$ cat config.mk
export PLATFORM = sky130hd
export DESIGN_NAME = mac_diff_engine
export DESIGN_NICKNAME = d
export VERILOG_FILES = /design/src/rtl/mac_diff_pkg.sv /design/src/rtl/mac_lane_acc.sv /design/src/rtl/mac_diff_engine.sv
export SDC_FILE = /design/constraint.sdc
export NUM_CORES = 1
export LEC_CHECK = 0
export BUFFER_PORTS_ARGS = -buffer_cell sky130_fd_sc_hd__buf_2
export CAP_MARGIN = 20
export CORE_ASPECT_RATIO = 1.1
export CORE_MARGIN = 4
export CORE_UTILIZATION = 30
export CTS_CLUSTER_DIAMETER = 150
export DETAILED_ROUTE_END_ITERATION = 16
export GPL_TIMING_DRIVEN = 1
export PLACE_DENSITY = 0.53
export SETUP_SLACK_MARGIN = 0.5
export SLEW_MARGIN = 20
export SYNTH_ARGS = -nofsm -noshare
export SYNTH_HDL_FRONTEND = slang
export SYNTH_HIERARCHICAL = 1
export SYNTH_SLANG_ARGS = --single-unit
$ cat constraint.sdc
create_clock -name clk -period 4.4 [get_ports clk]
set_input_delay 0.22 -clock clk [delete_from_list [all_inputs] [get_ports clk]]
set_output_delay 0.22 -clock clk [all_outputs]
set_load 0.05 [all_outputs]
$ cat src/rtl/mac_diff_pkg.sv
// Shared types and width helpers for the ROM-fed multiply/accumulate difference engine.
package mac_diff_pkg;

    typedef enum logic [2:0] {
        IDLE  = 3'd0,
        FETCH = 3'd1,
        MUL   = 3'd2,
        ACC   = 3'd3,
        FINAL = 3'd4
    } state_t;

    // Lossless accumulator width: full product plus headroom for ITERS additions and sign.
    function automatic int acc_width(input int data_w, input int iters);
        return 2 * data_w + $clog2(iters) + 1;
    endfunction

    function automatic int res_width(input int data_w, input int iters, input int lanes);
        return acc_width(data_w, iters) + $clog2(lanes);
    endfunction

endpackage

$ cat src/rtl/mac_lane_acc.sv
// One multiply lane: a registered product and a running accumulator, both mode-aware
// so unsigned operands never get misread as negative once widened.
module mac_lane_acc #(
    parameter int DATA_W = 4,
    parameter int ACC_W  = 11
) (
    input  logic              clk,
    input  logic              rst,
    input  logic              clear,
    input  logic              load_p,
    input  logic              load_s,
    input  logic              signed_mode,
    input  logic [DATA_W-1:0] x,
    input  logic [DATA_W-1:0] y,
    output logic [ACC_W-1:0]  s
);

    localparam int P_W = 2 * DATA_W;

    logic [P_W-1:0]   x_ext_s;
    logic [P_W-1:0]   y_ext_s;
    logic [P_W-1:0]   prod_s;
    logic [ACC_W-1:0] p_ext_s;
    logic [P_W-1:0]   p_r;
    logic [ACC_W-1:0] acc_r;

    // Widen operands to product width; the truncated product is then exact in either mode.
    always_comb begin
        if (signed_mode) begin
            x_ext_s = {{DATA_W{x[DATA_W-1]}}, x};
            y_ext_s = {{DATA_W{y[DATA_W-1]}}, y};
            p_ext_s = {{(ACC_W-P_W){p_r[P_W-1]}}, p_r};
        end else begin
            x_ext_s = {{DATA_W{1'b0}}, x};
            y_ext_s = {{DATA_W{1'b0}}, y};
            p_ext_s = {{(ACC_W-P_W){1'b0}}, p_r};
        end
        prod_s = x_ext_s * y_ext_s;
    end

    // Product and accumulator registers.
    always_ff @(posedge clk or posedge rst) begin
        if (rst) begin
            p_r   <= '0;
            acc_r <= '0;
        end else if (clear) begin
            p_r   <= '0;
            acc_r <= '0;
        end else begin
            if (load_p) begin
                p_r <= prod_s;
            end
            if (load_s) begin
                acc_r <= acc_r + p_ext_s;
            end
        end
    end

    assign s = acc_r;

endmodule

$ cat src/rtl/mac_diff_engine.sv
// Controller and address counter for the multiply/accumulate difference engine;
// lanes are multiplied one per cycle and accumulated together once per fetched word.
module mac_diff_engine
    import mac_diff_pkg::*;
#(
    parameter int DATA_W    = 4,
    parameter int LANES     = 4,
    parameter int ITERS     = 4,
    parameter int ADDR_W    = 4,
    parameter int ADDR_STEP = 4
) (
    input  logic                                        clk,
    input  logic                                        rst,
    input  logic                                        start,
    input  logic                                        signed_mode,
    input  logic [ADDR_W-1:0]                           base_addr,
    output logic [ADDR_W-1:0]                           rom_addr,
    input  logic [2*LANES*DATA_W-1:0]                   rom_data,
    output logic                                        busy,
    output logic                                        done,
    output logic [res_width(DATA_W, ITERS, LANES)-1:0]  result
);

    localparam int WORD_W  = 2 * LANES * DATA_W;
    localparam int ACC_W   = acc_width(DATA_W, ITERS);
    localparam int RES_W   = res_width(DATA_W, ITERS, LANES);
    localparam int LANE_CW = $clog2(LANES);
    localparam int ITER_CW = (ITERS > 1) ? $clog2(ITERS) : 1;

    state_t               state_r;
    logic                 sign_r;
    logic [LANE_CW-1:0]   lane_r;
    logic [ITER_CW-1:0]   iter_r;
    logic [WORD_W-1:0]    word_r;
    logic                 clear_s;
    logic                 load_s_s;
    logic [ACC_W-1:0]     acc_s [LANES];
    logic [RES_W-1:0]     diff_sum_s;

    assign clear_s  = (state_r == IDLE) && start;
    assign load_s_s = (state_r == ACC);

    // Alternating-sign reduction over lane pairs, all at result width.
    always_comb begin
        diff_sum_s = '0;
        for (int k = 0; k < LANES / 2; k++) begin
            diff_sum_s = diff_sum_s
                       + {{(RES_W-ACC_W){acc_s[2*k][ACC_W-1]}}, acc_s[2*k]}
                       - {{(RES_W-ACC_W){acc_s[2*k+1][ACC_W-1]}}, acc_s[2*k+1]};
        end
    end

    for (genvar i = 0; i < LANES; i++) begin : g_lane
        mac_lane_acc #(
            .DATA_W (DATA_W),
            .ACC_W  (ACC_W)
        ) u_lane (
            .clk         (clk),
            .rst         (rst),
            .clear       (clear_s),
            .load_p      ((state_r == MUL) && (lane_r == LANE_CW'(i))),
            .load_s      (load_s_s),
            .signed_mode (sign_r),
            .x           (word_r[i*DATA_W +: DATA_W]),
            .y           (word_r[(LANES+i)*DATA_W +: DATA_W]),
            .s           (acc_s[i])
        );
    end

    // Run sequencing, address counter and registered handshake outputs.
    always_ff @(posedge clk or posedge rst) begin
        if (rst) begin
            state_r  <= IDLE;
            sign_r   <= 1'b0;
            lane_r   <= '0;
            iter_r   <= '0;
            word_r   <= '0;
            rom_addr <= '0;
            busy     <= 1'b0;
            done     <= 1'b0;
            result   <= '0;
        end else begin
            done <= 1'b0;
            case (state_r)
                IDLE: begin
                    if (start) begin
                        rom_addr <= base_addr;
                        sign_r   <= signed_mode;
                        iter_r   <= '0;
                        lane_r   <= '0;
                        busy     <= 1'b1;
                        state_r  <= FETCH;
                    end
                end
                FETCH: begin
                    word_r   <= rom_data;
                    rom_addr <= rom_addr + ADDR_W'(ADDR_STEP);
                    lane_r   <= '0;
                    state_r  <= MUL;
                end
                MUL: begin
                    if (lane_r == LANE_CW'(LANES - 1)) begin
                        state_r <= ACC;
                    end else begin
                        lane_r <= lane_r + LANE_CW'(1);
                    end
                end
                ACC: begin
                    if (iter_r == ITER_CW'(ITERS - 1)) begin
                        state_r <= FINAL;
                    end else begin
                        iter_r  <= iter_r + ITER_CW'(1);
                        state_r <= FETCH;
                    end
                end
                FINAL: begin
                    result  <= diff_sum_s;
                    done    <= 1'b1;
                    busy    <= 1'b0;
                    state_r <= IDLE;
                end
                default: begin
                    busy    <= 1'b0;
                    state_r <= IDLE;
                end
            endcase
        end
    end

endmodule

==> results_dict.tcl <==
set metrics [dict create \
    place_congestion 0.7986 \
    cts_sinks 135 \
    synth_cells 1179 \
    fin_worst_skew_ns 0.009306 \
    slew_violations 0 \
    yosysWarnings 6 \
    grt_max_degree 78 \
    port-buffer-count 58 \
    io_pins 59 \
    ff2ff_setup_slack_ns 0.49 \
    root_buffer "clkbuf_16" \
    wirelength_mm 26.38 \
    layout_commonest_cell "inv_1" \
    rsz0062_at_grt "yes" \
    cts_buffer_depth 2 \
    wl_per_cell_um 14.74 \
    synth-seq-cells 135 \
    synth_edf_count 0 \
    clock_latency_ns 0.43 \
    drt_iter0_drc 308 \
    drt-vias-per-instance 4.675 \
    path_clk_slew_ns 0.06 \
    fin_crit_sh 0.8892 \
    final_hold_viol_count 0 \
    cts_buffers 17 \
    crit_fanout 4 \
    layout-drive-gt1-share 0.1775 \
    ff2ff_path_depth 14 \
    nets 1514 \
    row_count 75 \
    grt_antenna_before_repair 0 \
    dr.pass1.iters 5 \
    layout_common_cells "inv_1 (161), dfrtp_1 (133), ha_1 (109)" \
    async_reset_ff_frac 1.000 \
    dp_hpwl_mm 19.75 \
    status "complete, no violations" \
    hp-class "in2async" \
    fin_crit_ns 3.912 \
    cp_data_required_time_ns 4.75 \
    max_slew_margin 0.3622 \
    antenna_cells 0 \
    worst_slew_pin_slew_ns 0.9567 \
    r2r-end "g_lane[2].u_lane/p_r[7]" \
    ant_nets 0 \
    drc 0 \
    num_vias 8369 \
    initial_core_util 0.3046 \
    grt_use_total 0.1297 \
    path_class "reg2reg" \
    start_kind "flip-flop" \
    cts_tree "built" \
    grt_pass1_vias 8590 \
    grt_overflow_total 0 \
    core_mm2 0.03829 \
    synth_ff_type "dfrtp_1" \
    cap_violations 0 \
    die_x_um 196 \
    syn_nets 1416 \
    syn_area_per_cell_um2 9.893 \
    arrival_ns 4.26 \
    grt_pass1_wl_mm 44.62 \
    dieHeight_um 214.8 \
    end_kind "flip-flop" \
    setup_viol 0 \
    dieArea_mm2 0.04210 \
    ys_types 68 \
    area_growth_syn_to_layout_pct 19.19 \
    netlist_area_mm2 0.01166 \
    synth-seq-area-share 0.2896 \
    h-tree-depth 4 \
    reg2reg_from "sign_r" \
    max_freq_ghz 0.2556 \
    fin_tns_setup_ns 0 \
]
state kept, by name, summed over array words and instances, names as in the netlist:
signal,flops
rom_addr,4
sign_r,1
lane_r,2
g_lane.u_lane/p_r,32
word_r,32
g_lane.u_lane/s,44
iter_r,2
done,1
result,13
busy,1
state_r,3
final cells by class:
type                            instances  area (µm²)
Multi-Input combinational cell        840        7779
Clock inverter                         12       198.9
Sequential cell                       135        3383
Timing Repair Buffer                  106       794.5
Fill cell                            3942       24380
Tap cell                              500       625.6
Clock buffer                           20       456.7
Inverter                              177       664.4
per-layer routing:
layer	part of all wire	GRT usage
met1	0.48	0.1782
met2	0.48	0.2106
met4	0.017	0.03818
met5	0	0
met3	0.027	0.02208
worst max-delay path by stage:
| stage | startpoint | to | slack, ns | cells after the start |
|---|---|---|---|---|
| floorplan | sign_r | g_lane[2].u_lane/p_r[7] | 0.46 | 13 |
| global placement | sign_r | g_lane[2].u_lane/p_r[7] | 0.21 | 13 |
| detailed placement | sign_r | g_lane[3].u_lane/p_r[7] | 0.17 | 13 |
| CTS | sign_r | g_lane[0].u_lane/p_r[7] | 0.41 | 14 |
| global route | sign_r | g_lane[0].u_lane/p_r[7] | 0.34 | 13 |
| finish | sign_r | g_lane[2].u_lane/p_r[7] | 0.49 | 14 |
cells in the mapped netlist, drive strengths merged, types with 20 or more instances:
cell / instances / share of area
inv: 177 / 0.057
dfrtp: 135 / 0.29
ha: 122 / 0.13
fa: 75 / 0.13
nor2: 68 / 0.022
and2: 65 / 0.035
xnor2: 59 / 0.044
nand2: 57 / 0.018
mux2i: 42 / 0.036
a21o: 41 / 0.026
a21oi: 40 / 0.018
mux2: 37 / 0.036
o21ai: 34 / 0.015
nand3: 30 / 0.013
a211oi: 20 / 0.015
and3: 20 / 0.011
what timing repair did:
item	CTS	global route
buffers inserted	11	1
hold buffers	25	0
endpoints found under the setup margin	4	4
pin swaps	33	21
gates resized for setup	41	22
hold endpoints to repair	25	0
critical path, cell delays in order, from the launching register on:
cell      delay (ns)
dfrtp_4         0.51
buf_8           0.14
buf_12          0.13
and3_4          0.17
fa_1            0.55
ha_4            0.21
fa_1            0.54
inv_2           0.04
fa_2            0.53
inv_2           0.05
ha_4            0.24
a21oi_2         0.14
xnor2_1         0.14
xnor3_1         0.25
a211oi_2        0.21
metrics by stage:
stage               instance area [µm²]    util  cells  worst slack, ns  hold slack [ns]
detailed placement                12570  0.3284   1721           0.1666           0.4531
finish                            13900  0.3631   1790           0.4876          0.02023
global route                      13900  0.3631   1790           0.3350        0.0005159
global placement                  12570  0.3284   1721           0.2098           0.4456
floorplan                         11690       -   1179           0.4620           0.1711
CTS                               13800  0.3605   1789           0.4114        0.0008132
cell families after synthesis:
| kind of cell | count (synthesis) | synth area share |
|---|---|---|
| AND/OR/NAND/NOR | 291 | 0.1306 |
| buffers and inverters | 204 | 0.06919 |
| adder cells (fa/ha/maj) | 197 | 0.2596 |
| AO/OA/AOI/OAI | 196 | 0.1179 |
| flip-flops | 135 | 0.2896 |
| multiplexers | 79 | 0.07177 |
| XOR/XNOR | 77 | 0.06136 |
Power is left out: the tool's default activity adds up to more than one toggle a clock period on the data nets, which glitch-free logic cannot reach.
